[config.mk]
export PLATFORM = sky130hd
export DESIGN_NAME = rv_alu_md
export DESIGN_NICKNAME = d
export VERILOG_FILES = /design/src/rtl/rv_alu_md.sv
export SDC_FILE = /design/constraint.sdc
export NUM_CORES = 1
export LEC_CHECK = 0
export ABC_AREA = 1
export CELL_PAD_IN_SITES_DETAIL_PLACEMENT = 0
export CELL_PAD_IN_SITES_GLOBAL_PLACEMENT = 2
export CORE_MARGIN = 2
export CORE_UTILIZATION = 30
export DETAILED_ROUTE_END_ITERATION = 16
export GPL_TIMING_DRIVEN = 0
export PLACE_DENSITY = 0.87
export SLEW_MARGIN = 40
export SYNTH_ARGS = -nofsm -noshare
export SYNTH_HDL_FRONTEND = slang
export SYNTH_SLANG_ARGS = --single-unit
[constraint.sdc]
create_clock -name clk_i -period 8.7 [get_ports clk_i]
set_clock_uncertainty 0.1 [all_clocks]
set_input_delay 1.305 -clock clk_i [delete_from_list [all_inputs] [get_ports clk_i]]
set_output_delay 1.305 -clock clk_i [all_outputs]
set_load 0.05 [all_outputs]
[src/rtl/rv_alu_md.sv]
// rv_alu_md: RISC-V integer ALU with iterative multiply/divide.
// Single-cycle ALU ops plus XLEN-iteration shift-add multiply and restoring divide.
module rv_alu_md #(
    parameter int XLEN = 32,
    parameter int SHW  = $clog2(XLEN)
) (
    input  logic            clk_i,
    input  logic            rst_i,
    input  logic            flush_i,
    input  logic            valid_i,
    output logic            ready_o,
    input  logic [4:0]      op_i,
    input  logic [XLEN-1:0] a_i,
    input  logic [XLEN-1:0] b_i,
    output logic            valid_o,
    output logic [XLEN-1:0] result_o,
    output logic            zero_o
);

    typedef enum logic [1:0] {IDLE, MUL, DIV} state_t;

    localparam logic [SHW-1:0]  LAST = SHW'(XLEN - 1);
    localparam logic [XLEN-1:0] MINV = {1'b1, {(XLEN-1){1'b0}}};

    state_t              r_state, w_state_n;
    logic [2*XLEN-1:0]   r_acc;
    logic [XLEN-1:0]     r_opnd;
    logic [1:0]          r_sel;
    logic                r_neg;
    logic [SHW-1:0]      r_cnt;
    logic                r_valid;
    logic [XLEN-1:0]     r_result;

    logic                w_is_mul, w_is_div, w_sa, w_sb, w_an, w_bn, w_neg;
    logic                w_bz, w_ovf, w_accept, w_start_mul, w_start_div;
    logic [XLEN-1:0]     w_abs_a, w_abs_b, w_single;
    logic [XLEN:0]       w_msum, w_dsh, w_dsub;
    logic [2*XLEN-1:0]   w_mnext, w_dnext, w_prod;
    logic [XLEN-1:0]     w_mres, w_dres, w_q, w_r;

    assign ready_o  = (r_state == IDLE);
    assign valid_o  = r_valid;
    assign result_o = r_result;
    assign zero_o   = (r_result == '0);

    // Operand decode: signedness, magnitudes, result sign and division corners.
    always_comb begin
        w_is_mul    = (op_i[4:2] == 3'b100);
        w_is_div    = (op_i[4:2] == 3'b101);
        w_sa        = w_is_mul ? (op_i[1:0] != 2'b11) : ~op_i[0];
        w_sb        = w_is_mul ? ~op_i[1] : ~op_i[0];
        w_an        = w_sa & a_i[XLEN-1];
        w_bn        = w_sb & b_i[XLEN-1];
        w_abs_a     = w_an ? -a_i : a_i;
        w_abs_b     = w_bn ? -b_i : b_i;
        w_neg       = (w_is_div && op_i[1]) ? w_an : (w_an ^ w_bn);
        w_bz        = (b_i == '0);
        w_ovf       = ~op_i[0] && (a_i == MINV) && (b_i == '1);
        w_accept    = valid_i && ready_o && !flush_i;
        w_start_mul = w_accept && w_is_mul;
        w_start_div = w_accept && w_is_div && !w_bz && !w_ovf;
    end

    // Single-cycle result, including divide-by-zero and signed overflow.
    always_comb begin
        w_single = '0;
        case (op_i)
            5'd0:  w_single = a_i + b_i;
            5'd1:  w_single = a_i - b_i;
            5'd2:  w_single = a_i & b_i;
            5'd3:  w_single = a_i | b_i;
            5'd4:  w_single = a_i ^ b_i;
            5'd5:  w_single = a_i << b_i[SHW-1:0];
            5'd6:  w_single = a_i >> b_i[SHW-1:0];
            5'd7:  w_single = $signed(a_i) >>> b_i[SHW-1:0];
            5'd8:  w_single = XLEN'($signed(a_i) < $signed(b_i));
            5'd9:  w_single = XLEN'(a_i < b_i);
            5'd20, 5'd21, 5'd22, 5'd23: begin
                if (w_bz) w_single = op_i[1] ? a_i : '1;
                else      w_single = op_i[1] ? '0 : a_i;
            end
            default: w_single = '0;
        endcase
    end

    // One multiply step and one restoring-divide step on the accumulator.
    always_comb begin
        w_msum  = {1'b0, r_acc[2*XLEN-1:XLEN]} +
                  (r_acc[0] ? {1'b0, r_opnd} : '0);
        w_mnext = {w_msum, r_acc[XLEN-1:1]};
        w_prod  = r_neg ? -w_mnext : w_mnext;
        w_mres  = (r_sel == 2'b00) ? w_prod[XLEN-1:0]
                                   : w_prod[2*XLEN-1:XLEN];
        w_dsh   = r_acc[2*XLEN-1:XLEN-1];
        w_dsub  = w_dsh - {1'b0, r_opnd};
        w_dnext = w_dsub[XLEN] ?
                  {w_dsh[XLEN-1:0], r_acc[XLEN-2:0], 1'b0} :
                  {w_dsub[XLEN-1:0], r_acc[XLEN-2:0], 1'b1};
        w_q     = w_dnext[XLEN-1:0];
        w_r     = w_dnext[2*XLEN-1:XLEN];
        w_dres  = r_sel[1] ? (r_neg ? -w_r : w_r)
                           : (r_neg ? -w_q : w_q);
    end

    // Next-state logic; flush always returns to IDLE.
    always_comb begin
        w_state_n = r_state;
        if (flush_i) begin
            w_state_n = IDLE;
        end else begin
            case (r_state)
                IDLE: begin
                    if (w_start_mul)      w_state_n = MUL;
                    else if (w_start_div) w_state_n = DIV;
                end
                MUL, DIV: begin
                    if (r_cnt == LAST) w_state_n = IDLE;
                end
                default: w_state_n = IDLE;
            endcase
        end
    end

    // State register.
    always_ff @(posedge clk_i or posedge rst_i) begin
        if (rst_i) r_state <= IDLE;
        else       r_state <= w_state_n;
    end

    // Datapath: operand latch, iteration, result and valid pulse.
    always_ff @(posedge clk_i or posedge rst_i) begin
        if (rst_i) begin
            r_acc    <= '0;
            r_opnd   <= '0;
            r_sel    <= '0;
            r_neg    <= 1'b0;
            r_cnt    <= '0;
            r_valid  <= 1'b0;
            r_result <= '0;
        end else begin
            r_valid <= 1'b0;
            if (!flush_i) begin
                case (r_state)
                    IDLE: begin
                        if (w_start_mul || w_start_div) begin
                            r_acc  <= {{XLEN{1'b0}},
                                       w_start_mul ? w_abs_b : w_abs_a};
                            r_opnd <= w_start_mul ? w_abs_a : w_abs_b;
                            r_sel  <= op_i[1:0];
                            r_neg  <= w_neg;
                            r_cnt  <= '0;
                        end else if (w_accept) begin
                            r_result <= w_single;
                            r_valid  <= 1'b1;
                        end
                    end
                    MUL: begin
                        r_acc <= w_mnext;
                        r_cnt <= r_cnt + 1'b1;
                        if (r_cnt == LAST) begin
                            r_result <= w_mres;
                            r_valid  <= 1'b1;
                        end
                    end
                    DIV: begin
                        r_acc <= w_dnext;
                        r_cnt <= r_cnt + 1'b1;
                        if (r_cnt == LAST) begin
                            r_result <= w_dres;
                            r_valid  <= 1'b1;
                        end
                    end
                    default: r_cnt <= '0;
                endcase
            end
        end
    end

endmodule

======== After elaboration in Yosys (flattened, before gate mapping) ========
Cells that the tools add are included.
word-level totals
  logic and storage cells ................. 123
  input bits .............................. 73
  register bits ........................... 139
  output and inout port bits .............. 35
cells by class
  eq/ne operators ......................... 28
  muxes and demuxes ....................... 37
  add/subtract/negate cells ............... 10
  shift operators ......................... 3
  $lt $le $gt $ge ......................... 2
  bitwise logic cells ..................... 9
  reductions and logical operators ........ 26
operator list
  cell                  count
  $mux 32               16
  $pmux 32 s11          1
  $mux 64               3
  $pmux 64 s3           1
  $neg 32->32           4
  $pmux 32 s3           1
  $eq 32x32->1 const B  2
  $logic_not 32->1      2
  $lt 32x32->1          2
  $neg 64->64           1
  $add 32x32->33        1
  $sub 33x32->33        1
  $add 32x32->32        1
  $and 32x32->32        1
  $or 32x32->32         1
  $shl 32x5->32         1
  $shr 32x5->32         1
  $sshr 32x5->32        1
  $sub 32x32->32        1
  $xor 32x32->32        1
  $eq 5x5->1 const B    5
  $eq 5x3->1 const B    4
  $eq 5x2->1 const B    2
  $eq 5x4->1 const B    2
  other kinds (29)      59

======== Logic depth before layout (Yosys ltp) ========
Gate-level depths: netlist (run 1).
  depth after elaboration ................. 10
  gate-level depth with buffers ........... 30
  mapped depth without buffers ............ 29

======== Worst setup path after synthesis (run 1) ========
OpenSTA, ideal clock, no wires.
  path kind ............................... input to register
  start ................................... in b_i[1]
  end ..................................... reg r_acc[11]
  setup time .............................. 0.146 ns
  buffers on the path ..................... 3
  setup slack ............................. 4.181 ns
  arrival time ............................ 4.273 ns
  data required time ...................... 8.454 ns
  stages on the path ...................... 22
  cell sequence ........................... inv_1 buf_1 buf_1 ha_1 nand2_2 nor2_4 nand2_2 nor3_4 nand2_2 nor3_4 nand3b_2 nor4_4 nand2_1 nand2_1 inv_2 nor2_8 nand2_2 nand2_2 nor2_1 buf_2 nand2_1 o311ai_0
between the ends
  cells in the longest elaborated chain, start to end .. 7
  elaborated cells on any way between the ends .. 15
  those cells by class .................... add/sub (1); eq/ne (2); mux (4); reduce/logical (8)
RTL lines
  element                                              RTL line  source
  from (decl)                                          14        input logic [XLEN-1:0] b_i,
  branches (longest 7 deep; another with $neg 32->32)  n/a
  to (signal assigned)                                 146       r_acc <= {{XLEN{1'b0}},
  to (signal assigned)                                 158       r_acc <= w_mnext;
  to (signal assigned)                                 166       r_acc <= w_dnext;
  to (decl)                                            26        logic [2*XLEN-1:0] r_acc;
Several ways; the timed one is not identified. The select of a mux whose other input is x is not followed.
A chain may end at the register's enable or synchronous reset.

======== Final worst setup path (run 1) ========
  start ................................... in b_i[2]
  end ..................................... reg r_result[0] (netlist: result_o[0])
between the ends
  cells in the longest elaborated chain, start to end .. 7
  elaborated cells on any way between the ends .. 20
  those cells by class .................... order compare (2); eq/ne (2); shift (3); mux (5); reduce/logical (8)
RTL lines
  element                                               RTL line  source
  branches (longest 7 deep; another with $lt 32x32->1)  n/a
  to (signal assigned)                                  153       r_result <= w_single;
  to (signal assigned)                                  161       r_result <= w_mres;
  to (signal assigned)                                  169       r_result <= w_dres;
  to (decl)                                             32        logic [XLEN-1:0] r_result;
Several ways; the timed one is not identified. The select of a mux whose other input is x is not followed.

==> results of run 1 <==
==> where the power goes <==
part           switching, mW  internal, mW
registers              0.302         0.882
logic                   4.00          1.45
clock network          0.367         0.383
==> cell type report <==
cell class,count,area (sq um)
antenna,2,5.00
buffer,224,941
clock buffer,18,439
clock inverter,14,123
fill,10465,59600
inverter,643,2420
multi-input combinational,3943,20500
sequential,139,3480
tap,1176,1470
timing repair buffer,109,1100
==> final timing paths <==
path,from,to,cells past startpoint
max,b_i[2],result_o[0]$_DFFE_PP0P_,21
min,r_cnt[4]$_DFFE_PP0P_,r_cnt[4]$_DFFE_PP0P_,1
max reg2reg,r_acc[31]$_DFFE_PP0P_,result_o[6]$_DFFE_PP0P_,24
min reg2reg,r_cnt[4]$_DFFE_PP0P_,r_cnt[4]$_DFFE_PP0P_,1
max in group asynchronous,rst_i,result_o[23]$_DFFE_PP0P_,3
min in group asynchronous,rst_i,r_opnd[5]$_DFFE_PP0P_,2
==> kinds of logic after synthesis <==
group	after synthesis	share of synthesized area, %
flip-flops	139	12.7
XOR/XNOR	105	3.39
AND/OR/NAND/NOR	2454	37.6
multiplexers	13	0.476
AO/OA/AOI/OAI	1194	25.3
buffers and inverters	867	12.2
adder cells (fa/ha/maj)	177	8.22
==> metrics by stage <==
step	utilization, %	hold slack [ps]	worst slack, ps
3_3_place_gp	33.1	382	997
2_1_floorplan	-	354	3570
4_1_cts	33.8	408	1890
6_report	33.8	406	1530
5_1_grt	33.8	425	1520
3_5_place_dp	33.2	391	1400
==> state kept, by name, summed over array words and instances, names as in the netlist <==
register	cells
r_acc	64
r_cnt	5
r_neg	1
r_opnd	32
r_sel	2
r_state	2
result_o	32
valid_o	1
==> layout by cell type (no fill, tap or decap), types with 14 or more instances in the layout <==
| cell | n |
|---|---|
| sky130_fd_sc_hd__nand2_1 | 1414 |
| sky130_fd_sc_hd__o221ai_1 | 16 |
| sky130_fd_sc_hd__a31oi_1 | 26 |
| sky130_fd_sc_hd__clkbuf_16 | 17 |
| sky130_fd_sc_hd__o22ai_1 | 87 |
| sky130_fd_sc_hd__nand2_2 | 19 |
| sky130_fd_sc_hd__or2_2 | 25 |
| sky130_fd_sc_hd__inv_1 | 623 |
| sky130_fd_sc_hd__nand3_1 | 334 |
| sky130_fd_sc_hd__o21ai_1 | 19 |
| sky130_fd_sc_hd__dfrtp_1 | 139 |
| sky130_fd_sc_hd__nand3b_1 | 14 |
| sky130_fd_sc_hd__buf_2 | 22 |
| sky130_fd_sc_hd__clkdlybuf4s50_1 | 106 |
| sky130_fd_sc_hd__clkbuf_1 | 161 |
| sky130_fd_sc_hd__buf_1 | 23 |
| sky130_fd_sc_hd__o2111ai_1 | 21 |
| sky130_fd_sc_hd__nor4_1 | 28 |
| sky130_fd_sc_hd__nor3_1 | 55 |
| sky130_fd_sc_hd__a21oi_1 | 360 |
| sky130_fd_sc_hd__o21a_1 | 16 |
| sky130_fd_sc_hd__a211oi_1 | 25 |
| sky130_fd_sc_hd__nor2_1 | 463 |
| sky130_fd_sc_hd__xor2_1 | 91 |
| sky130_fd_sc_hd__o21ai_0 | 449 |
| sky130_fd_sc_hd__o211ai_1 | 61 |
| sky130_fd_sc_hd__nand4_1 | 55 |
| sky130_fd_sc_hd__ha_1 | 173 |
==> per-layer routing <==
layer | up-vias | share of wire [%] | global-route usage (%)
li1 | 16727 | - | -
met1 | 17161 | 39 | 45.0
met2 | 2049 | 44 | 59.8
met3 | 529 | 8.9 | 7.85
met4 | 10 | 8.7 | 27.7
met5 | - | 0.036 | 0
==> worst reg2reg max path, stage by stage (launching register included) <==
cell and delay [ps]:
sky130_fd_sc_hd__dfrtp_1 500, sky130_fd_sc_hd__inv_1 250, sky130_fd_sc_hd__ha_1 220, sky130_fd_sc_hd__inv_1 90, sky130_fd_sc_hd__fa_1 430, sky130_fd_sc_hd__nand2_1 80
sky130_fd_sc_hd__nand2_1 90, sky130_fd_sc_hd__nand3_1 120, sky130_fd_sc_hd__nand2_2 100, sky130_fd_sc_hd__nand2_1 90, sky130_fd_sc_hd__nand2_1 80, sky130_fd_sc_hd__nand2_2 90
sky130_fd_sc_hd__nand3_2 220, sky130_fd_sc_hd__nand2_4 200, sky130_fd_sc_hd__buf_2 340, sky130_fd_sc_hd__ha_1 390, sky130_fd_sc_hd__nor2_1 120, sky130_fd_sc_hd__inv_1 120
sky130_fd_sc_hd__clkbuf_1 610, sky130_fd_sc_hd__nand3_1 160, sky130_fd_sc_hd__a31oi_1 240, sky130_fd_sc_hd__o21ai_0 170, sky130_fd_sc_hd__o21ai_0 300, sky130_fd_sc_hd__nand2_1 170
sky130_fd_sc_hd__a2bb2oi_2 150
==> metrics list, run 1 <==
- The first global-routing pass estimated 253 mm of wire.
- After synthesis the cells add up to 27,300 sq um.
* Iter 0 DRT Violations: 4,163
- The most common cell in the synthesized netlist is sky130_fd_sc_hd__nand2_1.
- Resize count post-CTS: 0
* Clock transition at path regs: 70 ps
- Die width: 306 microns
- 108 I/O pins were placed.
- After synthesis, the largest area contributor takes up 19.4% of total cell area.
- Routed WL: 181 mm
* Primary flip-flop cell chosen by synthesis mapping: sky130_fd_sc_hd__dfrtp_1
- Setup repair after global routing missed its margin: false
- Worst Hold Class: reg2reg
- For this run, the number of standard cells in the final layout without fillers is 6,268.
- Total power: 7.38 mW
- The worst pin sits at a relative slew slack of 33.7%.
* Floorplan die height: 306 microns
* Number of buffers on the longest clock path: 2
- Post-synthesis instance total: 4,949
- Area Growth Syn to Fin: 11.6%
- For this run the aggregate overflow at the end of global routing stands at 0.
* Biggest fanout along the worst timing path: 11
- CTS saw 139 sinks.
- The cell that appears most often on the critical path is sky130_fd_sc_hd__nand2_1.
- The wire-length estimate of the detail-placed layout is 153 mm.
- The routed layout has 36,476 vias.
* Number of nets produced by synthesis: 5,199
* Commonest cells post-synth: sky130_fd_sc_hd__nand2_1, sky130_fd_sc_hd__inv_1, sky130_fd_sc_hd__nor2_1, sky130_fd_sc_hd__o21ai_0, sky130_fd_sc_hd__a21oi_1
- After detailed routing, the number of remaining DRC violations is 0.
- Worst ir drop on vdd: 0.000166 V
- Routed wire per std cell: 28.9 microns
- Clock buffers created by TritonCTS: 17
- Setup violations remaining at the end of the flow were counted as 0.
* CP arrival: 7430 ps
- For this configuration, the core starts out at a cell density of 30.3%.
- TritonCTS built the clock tree.
- Pwr Density: 242 nW/um^2
- Global routing used 37.7% of the available tracks across all layers.
- Dividing the detail-routed via count by the number of cells gives 5.82.
- The clock reaches the later pin of the worst-skew pair after 480 ps.
* Flip-flop and latch count after synthesis: 139
* Upper clock frequency limit: 0.139 GHz
- Slowest Stage Delay on Critical Path: 830 ps
- The number of max-slew violations in the final report was 0.
- In this run the number of H-tree levels came out at 4.
- Post-route ant nets: 0
- The floorplan step defined a die boundary enclosing 93,500 sq um.
- Average size of a mapped cell: 5.52 sq um
- Share of synthesized area occupied by flip-flops and latches: 12.7%
- The core region is 90,100 sq um.
- Counting both buffers and inverters, the worst setup path holds a total of 8.
- In this run, post-CTS hold repair placed 0 buffers.
- Leakage: 15.0 nW
* Setup TNS Final: 0 ps
- Traced cell by cell, the critical path runs through clkdlybuf4s50_1, buf_2, inv_1, clkbuf_1, clkbuf_1, ha_1, clkbuf_1, inv_1, a31oi_1, o211ai_1, nand2_1, nand2_1, inv_1, o21ai_0, nand3_1, nand3_1, nor3b_1, nor2_1, nand2_1, nand2_1, a2bb2oi_2.
- Entering global routing, the biggest net connects 72 pins.
- Routability-driven placement finished with a final weighted congestion of 1.07.
* Category of the worst setup path launch point: input pin
- Number of placement rows: 110
- After the last flow step, the layout net total stands at 5,327.
* Post-CTS setup repair buffer count: 0
- Pin slew with the least headroom to its limit: 990 ps
- Final critical-path share of the clock period: 82.4%
- STA classifies the critical path endpoint as a flop.
- CTS placed an instance of sky130_fd_sc_hd__clkbuf_16 at the clock tree root.
* DP Cell Count: 6,233
- The synthesized design spends more area on one cell type than any other, namely sky130_fd_sc_hd__nand2_1.
- Buffers placed on the I/O ports in this run total 106.
- Type of the setup path with the least slack: in2reg
- Number of global-route vias before repair: 34,391
- For this run, the detailed router's first-pass iteration total came to 7.
- Req. time, crit path: 8960 ps
* Antenna violations before repair: 9
- Max-cap violation count: 0
- Setup slack on the worst reg-to-reg path comes out at 3190 ps.
- Cell types occupying the most area after synthesis: sky130_fd_sc_hd__nand2_1, sky130_fd_sc_hd__dfrtp_1, sky130_fd_sc_hd__inv_1
- Yosys mapped a number of flops with a built-in enable equal to 0.
- After routing the design area is 30,500 sq um.
- The run finished with clean final reports.
* Fin crit period: 7170 ps
* Fraction of layout cells with a size suffix above 1: 3.20%
- Final count of hold timing violations: 0
- Synthesis Warnings: 0
- Distinct cell type count after synthesis: 69
- Synth async-reset ratio: 100%
- The largest individual stage delay along the critical path comes from the cell sky130_fd_sc_hd__o211ai_1.
- Summing all placed instances gives a cell area of 29,900 sq um.
* Critical path's top delay family: buffers and inverters
Note: power is estimated with default switching activity, not from simulation.
==> inputs of run 2 (changes only) <==
==> constraint.sdc (replaced) <==
create_clock -name clk_i -period 7 [get_ports clk_i]
set_clock_uncertainty 0.1 [all_clocks]
set_input_delay 1.05 -clock clk_i [delete_from_list [all_inputs] [get_ports clk_i]]
set_output_delay 1.05 -clock clk_i [all_outputs]
set_load 0.05 [all_outputs]
==> results of run 2 <==
Same layout as run 1 (identical final DEF). Status: finished, final reports clean.
Main changes from that run: setup slack after placement 1400 ps -> -48.7 ps; setup slack after layout 1530 ps -> 84.4 ps; register-to-register setup slack 3190 ps -> 1490 ps; total power 7.38 mW -> 9.17 mW; worst IR drop on VDD 0.000166 V -> 0.000206 V
==> RTL change: new RTL, settings of run 2 <==
The parameter `XLEN` goes from 32 to 16.
--- a/src/rtl/rv_alu_md.sv
+++ b/src/rtl/rv_alu_md.sv
@@ -2,5 +2,5 @@
 // Single-cycle ALU ops plus XLEN-iteration shift-add multiply and restoring divide.
 module rv_alu_md #(
-    parameter int XLEN = 32,
+    parameter int XLEN = 16,
     parameter int SHW  = $clog2(XLEN)
 ) (
Ports: changed (resized a_i, b_i and result_o); port bits go from 108 to 60. The function was not compared with the original's and may differ.
==> RTL change against run 2 <==
Clock power shrank 47%; synthesized area shrank 53%; design area shrank 52%; sequential cell count shrank 65; wire length shrank 65%; worst setup slack gained 1.8 ns; total power shrank 54%; via count shrank 56%; worst hold slack gained 0.0041 ns; sequential power shrank 49%; die area shrank 52%; critical path type unchanged; critical endpoint is now result_o[5]$_DFFE_PP0P_; highest routed layer unchanged.
==> RTL change: results (changes against run 2) <==
Timing
  – Slew headroom: 45.9% (was 33.7%)
  – Hold Vio Cnt, Final: 0 (unchanged)
  – Fin Hold WS: 0.410 ns (was 0.406 ns)

GRT
  – Largest net degree at the start of global routing: 57 (was 72)
  – First-pass GRT wire length: 95000 um (was 253000 um)
  – Initial antenna violation count: 1 (was 9)
  – Total GRT Usage: 28.5% (was 37.7%)
  – Vias in the first global route: 15000 (was 34400)

Setup path
  – Flop-to-flop setup slack: 2.45 ns (was 1.49 ns)
  – Crit-path max FO: 13 (was 11)
  – Data arrival, critical path: 5.26 ns (was 7.17 ns)
  – Slowest Stage Delay on Critical Path: 0.67 ns (was 0.83 ns)
  – Worst Reg2Reg Path Length in Cells: 18 (was 24)
  – Slowest cell on crit path: clkdlybuf4s50_1 (was o211ai_1)

Synthesis
  – Distinct cells, synth: 66 (was 69)
  – Largest cells by area after synthesis: nand2_1, dfrtp_1, ha_1, inv_1, o21ai_0 (was nand2_1, dfrtp_1, inv_1, o21ai_0, ha_1)
  – Commonest cells post-synth: nand2_1, inv_1, o21ai_0, nor2_1, nand3_1 (was nand2_1, inv_1, nor2_1, o21ai_0, a21oi_1)
  – Mapped Nets: 2357 (was 5199)
  – Top FF cell, synth: dfrtp_1 (unchanged)
  – Post-synthesis sequential area ratio: 14.3% (was 12.7%)
  – Syn. warnings: 0 (unchanged)
  – Yosys top cell area share: 17.0% (was 19.4%)
  – Ys async rst share: 100% (unchanged)

Drt
  – Via density: 5.59 (was 5.82)
  – Initial drt markers: 1326 (was 4163)
  – Final WL: 63900 um (was 181000 um)
  – 1st-pass router iterations: 6 (was 7)

Clocking
  – # Post-CTS Setup Buffers: 0 (unchanged)
  – Clock Tree Root: clkbuf_16 (unchanged)
  – # H-tree levels: 3 (was 4)
  – Clk_lat worst skew: 0.36 ns (was 0.48 ns)
  – Total CTS buffers: 9 (was 17)
  – Clock transition at the registers of the reported paths: 0.06 ns
  – Post_cts resized: 0 (unchanged)
  – Clock Path Buffers: 2 (unchanged)

Power
  – Max VDD drop: 138 uV (was 206 uV)
  – P_leak: 7.20 nW (was 15.0 nW)
  – Switching Share: 58.4% (was 63.2%)

Place
  – Gp weighted congestion: 1.02 (was 1.07)
  – Port buffer count: 58 (was 106)
  – DPL Wire Length: 52700 um (was 153000 um)
  – DP Area: 14200 um2 (was 29900 um2)

Flow run
  – Max Cap Viol: 0 (unchanged)

Finish
  – Fill cells: 4918 (was 10500)
  – Most flops, register: r_acc (unchanged)
  – Layout cell share with drive strength beyond 1: 5.88% (was 3.20%)
  – Diode count: 0 (was 2)
  – Max FFs per register: 32 (was 64)

Min path
  – Hold WC Path Type: register to register (unchanged)
  – Hold depth: 2 (was 1)

Status
  – Outcome: completed (unchanged)
-- RTL change: cell count changes in the layout (fill, tap and decap cells not counted), moves of 47 or more --
| cell | delta |
|---|---|
| inv_1 | -344 |
| xor2_1 | -47 |
| nand2_1 | -830 |
| clkbuf_1 | -96 |
| nand3_1 | -168 |
| ha_1 | -81 |
| o21ai_0 | -254 |
| a21oi_1 | -201 |
| dfrtp_1 | -65 |
| nor2_1 | -287 |
| clkdlybuf4s50_1 | -48 |
-- RTL change: layout make-up --
cell class	instances	share of cell area [%]
Multi-Input combinational cell	1755	65.6
Sequential cell	74	12.8
Inverter	296	7.72
Tap cell	546	4.70
Timing Repair Buffer	59	4.19
Buffer	95	2.99
Clock buffer	12	1.70
Clock inverter	4	0.353
-- RTL change: per-layer routing --
layer	GRT usage, %	wire, um	vias up
met3	3.55	4440	145
met4	13.8	3230	2
met1	37.2	26900	7477
met5	0	13	-
met2	46.6	29300	719
li1	-	-	7539
-- RTL change: logic make-up (layout without fill, tap and decap cells) --
family	after synthesis	after routing	synth area share, %
xor+xnor	51	51	3.46
compound gates	528	528	23.6
buf+inv	391	466	12.0
mux	6	6	0.465
simple gates	1073	1073	36.6
fa+ha+maj	97	97	9.61
flops	74	74	14.3
-- RTL change: worst max-delay path, delay by kind of cell --
kind,cells,cell delay (ns)
fa+ha+maj,1,0.27
compound gates,4,0.99
buf+inv,5,1.88
simple gates,5,1.04
-- RTL change: stage by stage --
stage / utilization [%] / cells / setup WS (ns)
final: 33.9 / 2841 / 1.93
after CTS: 33.9 / 2841 / 2.10
after global placement: 33.1 / 2824 / 1.30
after floorplan: - / 2220 / 3.25
after global routing: 33.9 / 2841 / 1.71
after detailed placement: 33.2 / 2825 / 1.72
-- RTL change: power by group through the flow --
stage	clock [mW]	combinational, mW	sequential [mW]
after CTS	0.492	2.97	0.741
after global placement	0	2.96	0.745
after detailed placement	0	2.96	0.746
final	0.490	3.01	0.748
after global routing	0.509	3.29	0.767
after floorplan	0	1.85	0.845
-- RTL change: worst paths after layout --
| kind | start | end |
|---|---|---|
| worst min register to register | r_sel[0]$_DFFE_PP0P_ | r_sel[0]$_DFFE_PP0P_ |
| worst max register to register | r_acc[0]$_DFFE_PP0P_ | result_o[11]$_DFFE_PP0P_ |
| min in group asynchronous | rst_i | r_opnd[7]$_DFFE_PP0P_ |
| worst max-delay path | b_i[1] | result_o[5]$_DFFE_PP0P_ |
| max in group asynchronous | rst_i | r_cnt[1]$_DFFE_PP0P_ |
| worst min-delay path | r_sel[0]$_DFFE_PP0P_ | r_sel[0]$_DFFE_PP0P_ |
